## src/rtl/sensor_gen_pkg.sv

```systemverilog
// Shared types and constants for the parking-lot sensor sequence generator.
// Sensor patterns are packed as {a, b}.
package sensor_gen_pkg;

    typedef enum logic [2:0] {
        IDLE = 3'd0,
        PH1  = 3'd1,
        PH2  = 3'd2,
        PH3  = 3'd3,
        GAP  = 3'd4
    } state_t;

    localparam logic DIR_ENTRY = 1'b0;
    localparam logic DIR_EXIT  = 1'b1;

    localparam logic [1:0] PAT_IDLE      = 2'b00;
    localparam logic [1:0] PAT_ENTRY_PH1 = 2'b10;
    localparam logic [1:0] PAT_ENTRY_PH2 = 2'b11;
    localparam logic [1:0] PAT_ENTRY_PH3 = 2'b01;
    localparam logic [1:0] PAT_EXIT_PH1  = 2'b01;
    localparam logic [1:0] PAT_EXIT_PH2  = 2'b11;
    localparam logic [1:0] PAT_EXIT_PH3  = 2'b10;

    // Sensor pattern shown while in state st for a car travelling in direction d.
    function automatic logic [1:0] phase_pattern(input state_t st, input logic d);
        logic [1:0] pat;
        pat = PAT_IDLE;
        case (st)
            PH1:     pat = (d == DIR_EXIT) ? PAT_EXIT_PH1 : PAT_ENTRY_PH1;
            PH2:     pat = (d == DIR_EXIT) ? PAT_EXIT_PH2 : PAT_ENTRY_PH2;
            PH3:     pat = (d == DIR_EXIT) ? PAT_EXIT_PH3 : PAT_ENTRY_PH3;
            default: pat = PAT_IDLE;
        endcase
        return pat;
    endfunction

endpackage

```

## src/rtl/sensor_gen_if.sv

```systemverilog
// Request/sensor bundle between a requester (master) and the generator (slave).
// Handshake: enter_req/exit_req are fire-and-forget strobes, one car per high cycle; no ready.
interface sensor_gen_if;
    logic enter_req;
    logic exit_req;
    logic a;
    logic b;
    logic busy;
    logic done;
    logic dir;
    logic ovf;

    modport master (
        output enter_req, exit_req,
        input  a, b, busy, done, dir, ovf
    );

    modport slave (
        input  enter_req, exit_req,
        output a, b, busy, done, dir, ovf
    );
endinterface

```

## src/rtl/pend_counter.sv

```systemverilog
// Saturating pending-request counter; drop flags a request lost at saturation.
// The caller only asserts dec when count is non-zero.
module pend_counter #(
    parameter int W = 3
) (
    input  logic         clk,
    input  logic         rst_n,
    input  logic         inc,
    input  logic         dec,
    output logic [W-1:0] count,
    output logic         drop
);

    localparam logic [W-1:0] MAX = '1;

    // A simultaneous inc/dec cancels, so it can never drop even when full.
    assign drop = inc && !dec && (count == MAX);

    always_ff @(posedge clk or negedge rst_n) begin
        if (!rst_n) begin
            count <= '0;
        end else if (inc && !dec && (count != MAX)) begin
            count <= count + 1'b1;
        end else if (dec && !inc) begin
            count <= count - 1'b1;
        end
    end

endmodule

```

## src/rtl/sensor_sequence_generator.sv

```systemverilog
// Plays back legal outer/inner sensor sequences (a, b) for queued entering and
// leaving cars, one car at a time, with fixed phase and gap timing.
module sensor_sequence_generator
    import sensor_gen_pkg::*;
#(
    parameter int HOLD_CYCLES = 4,
    parameter int GAP_CYCLES  = 2,
    parameter int PEND_W      = 3
) (
    input  logic         clk,
    input  logic         rst_n,
    sensor_gen_if.slave  bus,
    output state_t       fsm_state
);

    localparam int MAX_CYC = (HOLD_CYCLES > GAP_CYCLES) ? HOLD_CYCLES : GAP_CYCLES;
    localparam int TW      = $clog2(MAX_CYC + 1);
    localparam logic [TW-1:0] HOLD_LOAD   = TW'(HOLD_CYCLES - 1);
    localparam logic [TW-1:0] GAP_LOAD    = TW'(GAP_CYCLES - 1);
    localparam logic [TW-1:0] SETTLE_LOAD = TW'(1);

    state_t            state;
    logic [TW-1:0]     timer;
    logic              a_q, b_q, busy_q, done_q, dir_q, ovf_q;
    logic              last_dir;

    logic [PEND_W-1:0] cnt_entry, cnt_exit;
    logic              drop_entry, drop_exit;
    logic              dec_entry, dec_exit;
    logic              launch, pick_exit;

    pend_counter #(.W(PEND_W)) u_pend_entry (
        .clk   (clk),
        .rst_n (rst_n),
        .inc   (bus.enter_req),
        .dec   (dec_entry),
        .count (cnt_entry),
        .drop  (drop_entry)
    );

    pend_counter #(.W(PEND_W)) u_pend_exit (
        .clk   (clk),
        .rst_n (rst_n),
        .inc   (bus.exit_req),
        .dec   (dec_exit),
        .count (cnt_exit),
        .drop  (drop_exit)
    );

    // With both directions pending, serve the one opposite to the last car.
    always_comb begin
        pick_exit = 1'b0;
        if ((cnt_entry != '0) && (cnt_exit != '0)) begin
            pick_exit = (last_dir == DIR_ENTRY);
        end else begin
            pick_exit = (cnt_exit != '0);
        end
        launch    = (state == IDLE) && (timer == '0) &&
                    ((cnt_entry != '0) || (cnt_exit != '0));
        dec_entry = launch && !pick_exit;
        dec_exit  = launch && pick_exit;
    end

    always_ff @(posedge clk or negedge rst_n) begin
        if (!rst_n) begin
            state    <= IDLE;
            timer    <= '0;
            a_q      <= 1'b0;
            b_q      <= 1'b0;
            busy_q   <= 1'b0;
            done_q   <= 1'b0;
            dir_q    <= DIR_ENTRY;
            ovf_q    <= 1'b0;
            last_dir <= DIR_EXIT;
        end else begin
            done_q <= 1'b0;
            ovf_q  <= drop_entry | drop_exit;
            case (state)
                IDLE: begin
                    if (launch) begin
                        state      <= PH1;
                        timer      <= HOLD_LOAD;
                        dir_q      <= pick_exit;
                        last_dir   <= pick_exit;
                        {a_q, b_q} <= phase_pattern(PH1, pick_exit);
                        busy_q     <= 1'b1;
                    end else if (timer != '0) begin
                        timer <= timer - 1'b1;
                    end
                end
                PH1: begin
                    if (timer == '0) begin
                        state      <= PH2;
                        timer      <= HOLD_LOAD;
                        {a_q, b_q} <= phase_pattern(PH2, dir_q);
                    end else begin
                        timer <= timer - 1'b1;
                    end
                end
                PH2: begin
                    if (timer == '0) begin
                        state      <= PH3;
                        timer      <= HOLD_LOAD;
                        {a_q, b_q} <= phase_pattern(PH3, dir_q);
                    end else begin
                        timer <= timer - 1'b1;
                    end
                end
                PH3: begin
                    if (timer == '0) begin
                        state      <= GAP;
                        timer      <= GAP_LOAD;
                        {a_q, b_q} <= PAT_IDLE;
                        done_q     <= 1'b1;
                    end else begin
                        timer <= timer - 1'b1;
                    end
                end
                GAP: begin
                    // One settle cycle in IDLE keeps consecutive cars 2 cycles past GAP.
                    if (timer == '0) begin
                        state  <= IDLE;
                        timer  <= SETTLE_LOAD;
                        busy_q <= 1'b0;
                    end else begin
                        timer <= timer - 1'b1;
                    end
                end
                default: begin
                    state      <= IDLE;
                    timer      <= '0;
                    {a_q, b_q} <= PAT_IDLE;
                    busy_q     <= 1'b0;
                end
            endcase
        end
    end

    assign bus.a     = a_q;
    assign bus.b     = b_q;
    assign bus.busy  = busy_q;
    assign bus.done  = done_q;
    assign bus.dir   = dir_q;
    assign bus.ovf   = ovf_q;
    assign fsm_state = state;

endmodule

```

## src/flat_wrapper.sv

```systemverilog
// flat-port wrapper written by rule: the top's interface ports become plain ports
module sensor_sequence_generator_flat import sensor_gen_pkg::*;
#(
    parameter int HOLD_CYCLES = 4,
    parameter int GAP_CYCLES  = 2,
    parameter int PEND_W      = 3
)
  (clk, rst_n, fsm_state, bus_enter_req, bus_exit_req, bus_a, bus_b, bus_busy, bus_done, bus_dir, bus_ovf);
  sensor_gen_if bus_i ();
  input  logic clk;
  input  logic rst_n;
  output state_t fsm_state;
  input wire logic [$bits(bus_i.enter_req)-1:0] bus_enter_req;
  input wire logic [$bits(bus_i.exit_req)-1:0] bus_exit_req;
  output wire logic [$bits(bus_i.a)-1:0] bus_a;
  output wire logic [$bits(bus_i.b)-1:0] bus_b;
  output wire logic [$bits(bus_i.busy)-1:0] bus_busy;
  output wire logic [$bits(bus_i.done)-1:0] bus_done;
  output wire logic [$bits(bus_i.dir)-1:0] bus_dir;
  output wire logic [$bits(bus_i.ovf)-1:0] bus_ovf;
  assign bus_i.enter_req = bus_enter_req;
  assign bus_i.exit_req = bus_exit_req;
  assign bus_a = bus_i.a;
  assign bus_b = bus_i.b;
  assign bus_busy = bus_i.busy;
  assign bus_done = bus_i.done;
  assign bus_dir = bus_i.dir;
  assign bus_ovf = bus_i.ovf;
  sensor_sequence_generator #(.HOLD_CYCLES(HOLD_CYCLES), .GAP_CYCLES(GAP_CYCLES), .PEND_W(PEND_W)) u_core (.clk(clk), .rst_n(rst_n), .bus(bus_i), .fsm_state(fsm_state));
endmodule
```

## config.mk

```make
export PLATFORM = sky130hd
export DESIGN_NAME = sensor_sequence_generator_flat
export DESIGN_NICKNAME = d
export VERILOG_FILES = /design/src/rtl/sensor_gen_pkg.sv /design/src/rtl/sensor_gen_if.sv /design/src/rtl/pend_counter.sv /design/src/rtl/sensor_sequence_generator.sv /design/src/flat_wrapper.sv
export SDC_FILE = /design/constraint.sdc
export NUM_CORES = 1
export LEC_CHECK = 0
export ABC_CLOCK_PERIOD_IN_PS = 2600
export BUFFER_PORTS_ARGS = -buffer_cell sky130_fd_sc_hd__clkbuf_2
export CAP_MARGIN = 20
export CORE_MARGIN = 2
export CORE_UTILIZATION = 40
export DETAILED_ROUTE_END_ITERATION = 7
export PLACE_DENSITY = 0.6
export SYNTH_ARGS = -nofsm -noshare
export SYNTH_HDL_FRONTEND = slang
export SYNTH_SLANG_ARGS = --single-unit
```

## constraint.sdc

```tcl
create_clock -name clk -period 2.6 [get_ports clk]
set_input_delay 0.26 -clock clk [delete_from_list [all_inputs] [get_ports clk]]
set_output_delay 0.26 -clock clk [all_outputs]
set_load 0.02 [all_outputs]
```

== Word level (Yosys, flattened, before mapping) ==
Index checks and enable logic that the tools add are counted.

* Output and inout port bits: 9
* Bits in registers: 19

* Mux-type cells: 30
* Bitwise operators: 4
* Reduce and logical (&&, ||, !) cells: 33
* Eq/ne operators: 14
* Add/subtract/negate cells: 5

{| class="wikitable"
|+ Operator list
! cell !! count
|-
| $mux W3 || 13
|-
| $pmux W3 S5 || 1
|-
| $logic_and A1 B1 Y1 || 13
|-
| $mux W1 || 10
|-
| $ne A2 B1 Y1 const B || 5
|-
| $pmux W1 S5 || 2
|-
| $reduce_and A5 Y1 || 2
|-
| $eq A3 B3 Y1 const B || 3
|-
| $pmux W3 S3 || 1
|-
| $reduce_bool A3 Y1 || 3
|-
| $sub A3 B1 Y3 const B || 3
|-
| $add A3 B1 Y3 const B || 2
|-
| $eq A3 B2 Y1 const B || 2
|-
| $logic_not A3 Y1 || 2
|-
| $ne A3 B3 Y1 const B || 2
|-
| $logic_not A1 Y1 || 5
|-
| $mux W2 || 2
|-
| $reduce_bool A2 Y1 || 2
|-
| $reduce_or A2 Y1 || 2
|-
| $eq A3 B1 Y1 const B || 1
|-
| $ne A3 B2 Y1 const B || 1
|-
| $not A1 Y1 || 3
|-
| $pmux W1 S3 || 1
|-
| $reduce_and A3 Y1 || 1
|-
| 4 further kinds || 4
|}

== Depth between registers and ports, before layout ==
Gate-level depths: netlist of the first run.

* Word-level depth: 9
* Depth in mapped cells: 10

== Hierarchy ==
Synthesis of the first run repeated with hierarchy kept, for this count alone.

* Cells, all modules: 120
* Area, all modules: 1172.4 um^2

{| class="wikitable"
|+ Modules (own cells, without submodules)
! module !! seq. area each (um^2) !! instances !! cells each !! area an instance (um^2)
|-
| sensor_sequence_generator || 326.6 || 1 || 74 || 719.4
|-
| pend_counter || 75.1 || 2 || 23 || 226.5
|}

== Worst setup path after synthesis of the first run ==
OpenSTA, ideal clock, no wires.

* Kind: register -> register
* From: register u_core.u_pend_entry.count[0]
* To: register u_core.u_pend_entry.count[1]
* Cell stages (with the launch flop): 9
* Setup time: 0.087 ns
* Setup slack: 0.204 ns
* Data arrival time: 2.309 ns
* Buffers on the path: 1
* Required time: 2.513 ns
* Path through: dfrtp_1 > clkbuf_1 > or3_1 > o2111ai_4 > nand3_1 > fa_1 > nor2_1 > mux2_4 > a211oi_2

* Cells in the longest elaborated chain, start to end: 9
* Elaborated cells on any way between the ends: 17
* Classes of those cells: 2 x add/sub; 1 x eq/ne; 3 x mux; 11 x reduce/logical

{| class="wikitable"
|+ RTL lines
! element !! RTL line !! text
|-
| start: declaration || pend_counter.sv:10 || <nowiki>output logic [W-1:0] count,</nowiki>
|-
| start signal: assignment || pend_counter.sv:23 || <nowiki>count <= count + 1'b1;</nowiki>
|-
| start signal: assignment || pend_counter.sv:25 || <nowiki>count <= count - 1'b1;</nowiki>
|-
| $reduce_bool A3 Y1 || sensor_sequence_generator.sv:53, sensor_sequence_generator.sv:59 ||
|-
| $logic_and A1 B1 Y1 || sensor_sequence_generator.sv:53 || <nowiki>if ((cnt_entry != '0) && (cnt_exit != '0)) begin</nowiki>
|-
| $mux W1 || sensor_sequence_generator.sv:53 ||
|-
| $logic_not A1 Y1 || sensor_sequence_generator.sv:60 || <nowiki>dec_entry = launch && !pick_exit;</nowiki>
|-
| $logic_and A1 B1 Y1 || sensor_sequence_generator.sv:60 ||
|-
| $logic_not A1 Y1 || pend_counter.sv:22 || <nowiki>end else if (inc && !dec && (count != MAX)) begin</nowiki>
|-
| $logic_and A1 B1 Y1 (2 in series) || pend_counter.sv:22 ||
|-
| $mux W3 or $reduce_bool A2 Y1 (tied branches) || -- ||
|}

Parallel ways exist; a longest one is shown, timed or not. The select of a mux whose other input is x is not followed.
A chain may end at the register's enable or synchronous reset.

== Worst setup path after layout of the first run ==
* From: register u_core.timer[0]
* To: register u_core.u_pend_exit.count[2]

* Cells in the longest elaborated chain, start to end: 8
* Elaborated cells on any way between the ends: 10
* Classes of those cells: 1 x mux; 9 x reduce/logical

{| class="wikitable"
|+ RTL lines
! element !! RTL line !! text
|-
| start: declaration || sensor_sequence_generator.sv:23 || <nowiki>logic [TW-1:0] timer;</nowiki>
|-
| start signal: assignment || sensor_sequence_generator.sv:88 || <nowiki>timer <= timer - 1'b1;</nowiki>
|-
| start signal: assignment || sensor_sequence_generator.sv:97 || <nowiki>timer <= timer - 1'b1;</nowiki>
|-
| start signal: assignment || sensor_sequence_generator.sv:106 || <nowiki>timer <= timer - 1'b1;</nowiki>
|-
| $logic_not A3 Y1 * || sensor_sequence_generator.sv:58 || <nowiki>launch = (state == IDLE) && (timer == '0) &&</nowiki>
|-
| $logic_and A1 B1 Y1 * (2 in series) || sensor_sequence_generator.sv:58 ||
|-
| $logic_and A1 B1 Y1 * || sensor_sequence_generator.sv:61 || <nowiki>dec_exit = launch && pick_exit;</nowiki>
|-
| $logic_not A1 Y1 || pend_counter.sv:22 ||
|-
| $logic_and A1 B1 Y1 (2 in series) || pend_counter.sv:22 ||
|-
| $mux W3 or $reduce_bool A2 Y1 (tied branches) || -- ||
|-
| end signal: assignment || pend_counter.sv:23 ||
|-
| end signal: assignment || pend_counter.sv:25 ||
|-
| end: declaration || pend_counter.sv:10 ||
|}

Every way passes the cells marked *; elsewhere a longest branch is shown, timed or not.

==> summary.md, run 1 <==
| Metric | Value |
|---|---|
| Syn Area/Cell | `9.59 um^2` |
| Outcome | `complete, no violations` |
| Num CTS Buffers | `3` |
| Leak | `0.628 nW` |
| Initial core utilization | `0.412` |
| Reg2reg start | `u_core.timer[0]` |
| Setup violators final | `0` |
| Max clock buf depth | `2` |
| DR DRC count | `0` |
| Setup slack, reg-to-reg | `180 ps` |
| Worst skew pair latency | `310 ps` |
| Rows | `20` |
| Syn_nets | `137` |
| Cell count of the worst hold path | `2` |
| Final wirelength | `2.35 mm` |
| Max cap viols | `0` |
| Port bufs | `12` |
| First-pass GRT wire length | `4.23 mm` |
| Worst hold path startpoint | `bus_enter_req` |
| Antenna violations before repair | `0` |
| Routed len/inst | `13.2 um` |
| CTS Sinks | `19` |
| Top-area cell type share of the netlist area | `0.364` |
| Leading area contributor after synthesis | `dfrtp_1` |
| CP Data Arrival Time | `2660 ps` |
| Tcrit/Tclk final | `0.932` |
| Final Hold Vio Count | `0` |
| H-tree Lvls | `1` |
| Register area share after synthesis | `0.385` |
| Final GP Congestion | `0.802` |
| Vias/cell | `5.56` |
| Die area | `3550 um^2` |
| Number of synthesized flops with an enable pin | `0` |
| Gr usage total | `0.158` |
| Vias in the first global route | `944` |
| Fraction of final layout cells sized beyond drive strength 1 | `0.248` |
| Nets | `154` |
| Routed Antenna Nets | `0` |
| Sum Neg Setup Slack | `0 ps` |
| R2R depth | `11` |
| Reg clk slew, reported paths | `120 ps` |
| RSZ-0062 raised after global routing | `false` |
| Area contributors post-synth | `dfrtp_1, mux2i_1, nand2_1` |
| Min-Delay Endpoint | `u_core.u_pend_entry.count[1]` |
| Startpoint Class | `flop` |
| Number of diodes | `0` |
| CP required | `2830 ps` |
| Drt first pass iters | `4` |
| Pwr/cell area | `1120 nW/um^2` |
| Via Count | `989` |
| PostCTS Resize Cnt | `0` |
| Synth async-reset ratio | `1.00` |
| Core area | `3000 um^2` |
| Tmin final | `2420 ps` |
| Hold WS | `296 ps` |
| Class of the worst hold path | `in -> reg` |
| Final setup skew | `9.12 ps` |
| Die X | `59.6 um` |
| Critical Path End Type | `flop` |
| Total power | `1.55 mW` |
| Synthesized flop and latch total | `19` |
| Syn Std Cell Area | `1240 um^2` |
| Mapped Cells | `129` |
| YS warnings | `0` |
| Worst-margin pin slew | `480 ps` |
| Relative slew slack | `0.680` |
| Most frequent cell after synthesis | `dfrtp_1` |
| Largest net degree at the start of global routing | `20` |
| DR iter-0 viols | `39` |
| Height of the chip | `59.6 um` |
| CTS tree | `built` |
| Clk root buf | `clkbuf_4` |
| Worst setup margin | `176 ps` |
| Post-synth cell types | `45` |
| Largest fanout on the critical path | `4` |
| Overflow after GRT | `0` |
| Count of final max-slew check failures | `0` |
| Layout area overhead | `12.3%` |
| Peak Freq | `0.413 GHz` |
| Peak VDD IR | `0.512 mV` |
| Main synth FF type | `dfrtp_1` |
| DP HPWL | `1.74 mm` |
| R2r endpoint | `u_core.u_pend_exit.count[2]` |
| Synth cell count leaders | `dfrtp_1, nand2_1, nor2_1` |
| CP Class | `reg -> reg` |
| DP Worst Slack | `210 ps` |
| I/O Pins | `13` |
layer usage:
layer  vias to the layer above  GRT usage  share of wire
li1                        499          -              -
met1                       474      0.196           0.45
met2                        12      0.270           0.51
met3                         4     0.0393          0.032
met4                         0     0.0476         0.0098
met5                         -          0              0
worst max-delay path, stage by stage, from the launching register on:
cell      delay [ps]
dfrtp_1          400
inv_1             70
ha_1             230
nor3b_4          190
buf_4            150
nand4_4           70
nand3b_1         100
fa_1             440
and2_1           180
a21boi_0         110
mux2_2           270
mux2i_1          120
worst max-delay path by stage:
| stage | end | slack [ps] | cells after the start | from |
|---|---|---|---|---|
| 6_report | u_core.u_pend_exit.count[2] | 180 | 11 | u_core.timer[0] |
| 2_1_floorplan | u_core.u_pend_entry.count[1] | 200 | 8 | u_core.u_pend_entry.count[0] |
| 3_3_place_gp | u_core.u_pend_entry.count[1] | 270 | 9 | u_core.timer[0] |
| 3_5_place_dp | u_core.u_pend_entry.count[1] | 210 | 9 | u_core.timer[0] |
| 4_1_cts | u_core.u_pend_entry.count[1] | 180 | 9 | u_core.timer[0] |
| 5_1_grt | u_core.u_pend_exit.count[2] | 40 | 11 | u_core.timer[0] |
stage by stage:
step,cells,cell area (um^2),utilization
4_1_cts,177,1380,0.460
5_1_grt,178,1390,0.463
3_5_place_dp,172,1350,0.448
6_report,178,1390,0.463
2_1_floorplan,129,1240,-
3_3_place_gp,172,1350,0.448
area by class of cell:
cell class | instances | area (um^2)
clock inverter | 1 | 5.00
clock buffer | 3 | 22.5
timing repair buffer | 20 | 123
fill | 299 | 1610
inverter | 4 | 15.0
tap | 33 | 41.3
sequential | 19 | 477
multi-input combinational | 98 | 707
registers in the layout, indices dropped and copies added, names as in the netlist:
| signal | count |
|---|---|
| u_core.bus.dir | 1 |
| u_core.fsm_state | 3 |
| u_core.last_dir | 1 |
| u_core.bus.busy | 1 |
| u_core.u_pend_entry.count | 3 |
| u_core.u_pend_exit.count | 3 |
| u_core.bus.b | 1 |
| u_core.timer | 3 |
| u_core.bus.a | 1 |
| u_core.bus.ovf | 1 |
| u_core.bus.done | 1 |
repair_timing:
| action | in CTS | in global routing |
|---|---|---|
| setup endpoints to repair | 0 | 1 |
| hold buffers | 1 | 0 |
| setup buffers | 0 | 1 |
| hold endpoints to repair | 18 | 0 |
logic make-up (layout without fill, tap and decap cells):
family | Yosys count | after routing | share of synthesized area
compound gates | 30 | 30 | 0.181
xor+xnor | 3 | 3 | 0.0212
fa+ha+maj | 4 | 4 | 0.0526
buf+inv | 12 | 28 | 0.0435
flops | 19 | 19 | 0.385
mux | 9 | 9 | 0.0779
simple gates | 52 | 52 | 0.239
power by group:
group	leakage, nW	switching (mW)	internal, mW	total, mW
combinational	0.385	0.458	0.355	0.813
sequential	0.225	0.153	0.429	0.582
clock	0.0177	0.0970	0.0574	0.154
total	0.628	0.708	0.842	1.55
layout by cell type (no fill, tap or decap), types with 2 or more instances in the layout:
master | synthesis | layout
a211oi_1 | 2 | 2
a21oi_1 | 6 | 6
a31oi_1 | 2 | 2
a32o_1 | 2 | 2
and3_1 | 2 | 2
buf_4 | 0 | 7
clkbuf_2 | 1 | 12
clkbuf_4 | 0 | 3
dfrtp_1 | 18 | 18
fa_1 | 2 | 2
ha_1 | 2 | 2
inv_1 | 4 | 4
mux2i_1 | 7 | 7
nand2_1 | 13 | 13
nand3_1 | 7 | 7
nand4_1 | 2 | 2
nor2_1 | 10 | 10
nor2b_1 | 2 | 2
nor3_1 | 2 | 2
o21ai_0 | 7 | 7
o22ai_1 | 2 | 2
or3_1 | 4 | 4
xor2_1 | 3 | 3
Power figures use the tool's default switching activity.
==> run 2: changes to the inputs <==
--- a/config.mk
+++ b/config.mk
@@ -12,6 +12,8 @@
 export CORE_UTILIZATION = 40
 export DETAILED_ROUTE_END_ITERATION = 7
 export PLACE_DENSITY = 0.6
+export RECOVER_POWER = 50
 export SYNTH_ARGS = -nofsm -noshare
 export SYNTH_HDL_FRONTEND = slang
+export SYNTH_HIERARCHICAL = 1
 export SYNTH_SLANG_ARGS = --single-unit
==> run 2 against run 1 <==
Against the previous run: clock skew is 4.2 ps lower; non-clock buffer count is 2 lower; power is 0.70% higher; count of clock-buffer cells in the layout stayed put; register-to-register slack better by 97 ps; critical path type unchanged; highest routed layer unchanged.
==> summary.md, run 2 <==
| Metric | Value |
|---|---|
| Outcome | `complete, no violations` |
| R2R depth | `8` |
| Setup violators final | `0` |
| Core area | `2780 um^2` |
| Most used routing layer | `met2` |
| Synth Area in Compound Gates | `0.215` |
| Startpoint Class | `flop` |
| Syn Area/Cell | `9.77 um^2` |
| Tmin final | `2330 ps` |
| CTS tree | `built` |
| Post-synthesis adder-cell area fraction | `0.0555` |
| Mapped Cells | `120` |
| Clock power share | `0.098` |
| DR DRC count | `0` |
| Tcrit/Tclk final | `0.895` |
| Num CTS Buffers | `3` |
| Hold WS | `348 ps` |
| Worst-path cell chain | `or3_4, nand4_1, inv_1, nor2b_1, nand2_1, fa_1, mux2_4, o22ai_2` |
| Max clock buf depth | `2` |
| Fraction of final layout cells sized beyond drive strength 1 | `0.237` |
| R2r endpoint | `u_core/u_pend_exit/count[2]` |
| Number of synthesized flops with an enable pin | `0` |
| Layout fillers | `265` |
| Final setup skew | `4.88 ps` |
| Syn_nets | `128` |
| Routed Antenna Nets | `0` |
| Worst setup margin | `273 ps` |
| Peak VDD IR | `0.722 mV` |
| First-pass GRT wire length | `3.90 mm` |
| XOR/XNOR Fraction of Synth Area | `0.00747` |
| Port bufs | `12` |
| Most common cell after layout, fill and taps aside | `dfrtp_1` |
| YS warnings | `6` |
| Critical Path End Type | `flop` |
| Final Hold Vio Count | `0` |
| Synth cell count leaders | `dfrtp_1, nand2_1, a21oi_1, o21ai_0, nor2_1` |
| Met2 usage | `0.248` |
| Count of final max-slew check failures | `0` |
| Final GP Congestion | `0.825` |
| Number of diodes | `0` |
| Register area share after synthesis | `0.407` |
| Top-area cell type share of the netlist area | `0.384` |
| Largest fanout on the critical path | `7` |
| CP Data Arrival Time | `2560 ps` |
| Height of the chip | `58.1 um` |
| Drt first pass iters | `4` |
| Class of the worst hold path | `in -> reg` |
| Worst skew pair latency | `300 ps` |
| Final cell count without fillers | `170` |
| Critical Path Stages | `8` |
| Antenna violations before repair | `0` |
| CP Class | `reg -> reg` |
| Via Count | `931` |
| Vias in the first global route | `869` |
| Inst Count DP | `165` |
| Switching part of the total power | `0.445` |
| Post-Place Cell Area | `1280 um^2` |
| Main synth FF type | `dfrtp_1` |
| Leak | `0.622 nW` |
| CP startpoint | `u_core/u_pend_exit/count[1]` |
| Final wirelength | `2.24 mm` |
| Initial core utilization | `0.422` |
| CTS Sinks | `19` |
| M1 GR Usage | `0.192` |
| Buf/Inv on CP | `1` |
| Most frequent cell after synthesis | `dfrtp_1` |
| DP HPWL | `1.64 mm` |
| Synthesized flop and latch total | `19` |
| Die area | `3380 um^2` |
| Worst-margin pin slew | `1050 ps` |
| Cell family with most CP delay | `simple AND/OR/NAND/NOR gates` |
| DR iter-0 viols | `46` |
| Relative slew slack | `0.301` |
| Syn Std Cell Area | `1170 um^2` |
| Most frequent cells in the layout | `dfrtp_1, nand2_1, clkbuf_2, a21oi_1, o21ai_0` |
| Peak Freq | `0.430 GHz` |
| Pint | `866 uW` |
| Routed len/inst | `13.2 um` |
| Die X | `58.1 um` |
| Total power | `1.56 mW` |
| Layout Utilization | `0.474` |
| Slowest stage delay, CP | `470 ps` |
| Net Sw Power | `695 uW` |
| Nets | `148` |
| RSZ-0062 raised after global routing | `false` |
| Area contributors post-synth | `dfrtp_1, nand2_1, nand2b_4` |
| Gr usage total | `0.153` |
| Post-synth cell types | `43` |
| Largest net degree at the start of global routing | `20` |
| Synth async-reset ratio | `1.00` |
| Rows | `19` |
| Setup slack, reg-to-reg | `270 ps` |
| Pwr/cell area | `1180 nW/um^2` |
| Clk root buf | `clkbuf_4` |
| DP Worst Slack | `304 ps` |
| Met3 usage | `0.0424` |
| Sum Neg Setup Slack | `0 ps` |
| CP Capture Point | `u_core/u_pend_exit/count[2]` |
| Critical path's slowest cell | `dfrtp_1` |
| Vias/cell | `5.48` |
| Reg2reg start | `u_core/u_pend_exit/count[1]` |
| Largest family of logic cells by synthesized area | `simple AND/OR/NAND/NOR gates` |
| Max cap viols | `0` |
| Flop pwr share | `0.399` |
| Layout area overhead | `12.4%` |
| Overflow after GRT | `0` |
| I/O Pins | `13` |
| Mux contribution to synthesized area | `0.0427` |
| CP required | `2830 ps` |
| Reg clk slew, reported paths | `110 ps` |
| Synth Area in Simple Gates | `0.234` |
| H-tree Lvls | `1` |
| Final instance area | `1320 um^2` |
| Gate power share | `0.503` |
| Leading area contributor after synthesis | `dfrtp_1` |
run 2: cell count changes after synthesis, sizes merged, moves of 3 or more:
| cell | delta |
|---|---|
| clkbuf | -7 |
| mux2i | -5 |
| nand2b | +4 |
| nand3 | -4 |
| nor2 | -4 |
| o21ai | +4 |
| nand2 | +3 |
| xor2 | -3 |
run 2: routing by layer:
layer | up-vias | part of all wire
li1 | 469 | -
met1 | 435 | 0.47
met2 | 25 | 0.47
met3 | 2 | 0.053
met4 | 0 | 0.012
met5 | - | 0
run 2: worst min path at each step:
stage                             start                      endpoint  slack [ps]  cells after the start
final                     bus_enter_req  u_core/u_pend_entry/count[1]         350                      4
after global routing      bus_enter_req  u_core/u_pend_entry/count[1]         350                      4
after CTS                 bus_enter_req  u_core/u_pend_entry/count[1]         330                      4
after detailed placement          rst_n               u_core/timer[2]         250                      1
after global placement            rst_n               u_core/bus.busy         250                      1
after floorplan                   rst_n                  u_core/bus.a         -40                      0
run 2: worst min-delay path, delay by kind of cell:
family,cells,cell delay (ps)
AOI/OAI and AO/OA,1,100
buffers and inverters,1,120
and+or+nand+nor,2,140
run 2: cells by family (layout without fill, tap and decap cells):
family / after synthesis / count (layout)
buffers and inverters: 9 / 28
DFF: 19 / 19
adders and majority gates: 4 / 4
muxes: 4 / 4
and+or+nand+nor: 46 / 46
AOI/OAI and AO/OA: 37 / 37
xor gates and xnor gates: 1 / 1
run 2: timing repair:
action                     4_1_cts  5_1_grt
gates resized for setup          0        0
hold endpoints to repair        18        0
setup endpoints to repair        0        0
buffers inserted                 0        0
hold buffers                     1        0
run 2: final cells by class:
cell class                      instances  area (um^2)  area share
Multi-Input combinational cell         92          649       0.493
Inverter                                6         22.5      0.0171
Clock buffer                            3         22.5      0.0171
Timing Repair Buffer                   18          103      0.0779
Tap cell                               31         38.8      0.0294
Sequential cell                        19          477       0.362
Clock inverter                          1         5.00     0.00380
run 2: power groups by stage:
stage                     Sequential (mW)  Combinational, mW  Clock, mW
after CTS                           0.625              0.794      0.169
after global routing                0.655              0.895      0.180
after global placement              0.625              0.783          0
after detailed placement            0.631              0.787          0
final                               0.623              0.785      0.153
after floorplan                     0.645              0.564          0
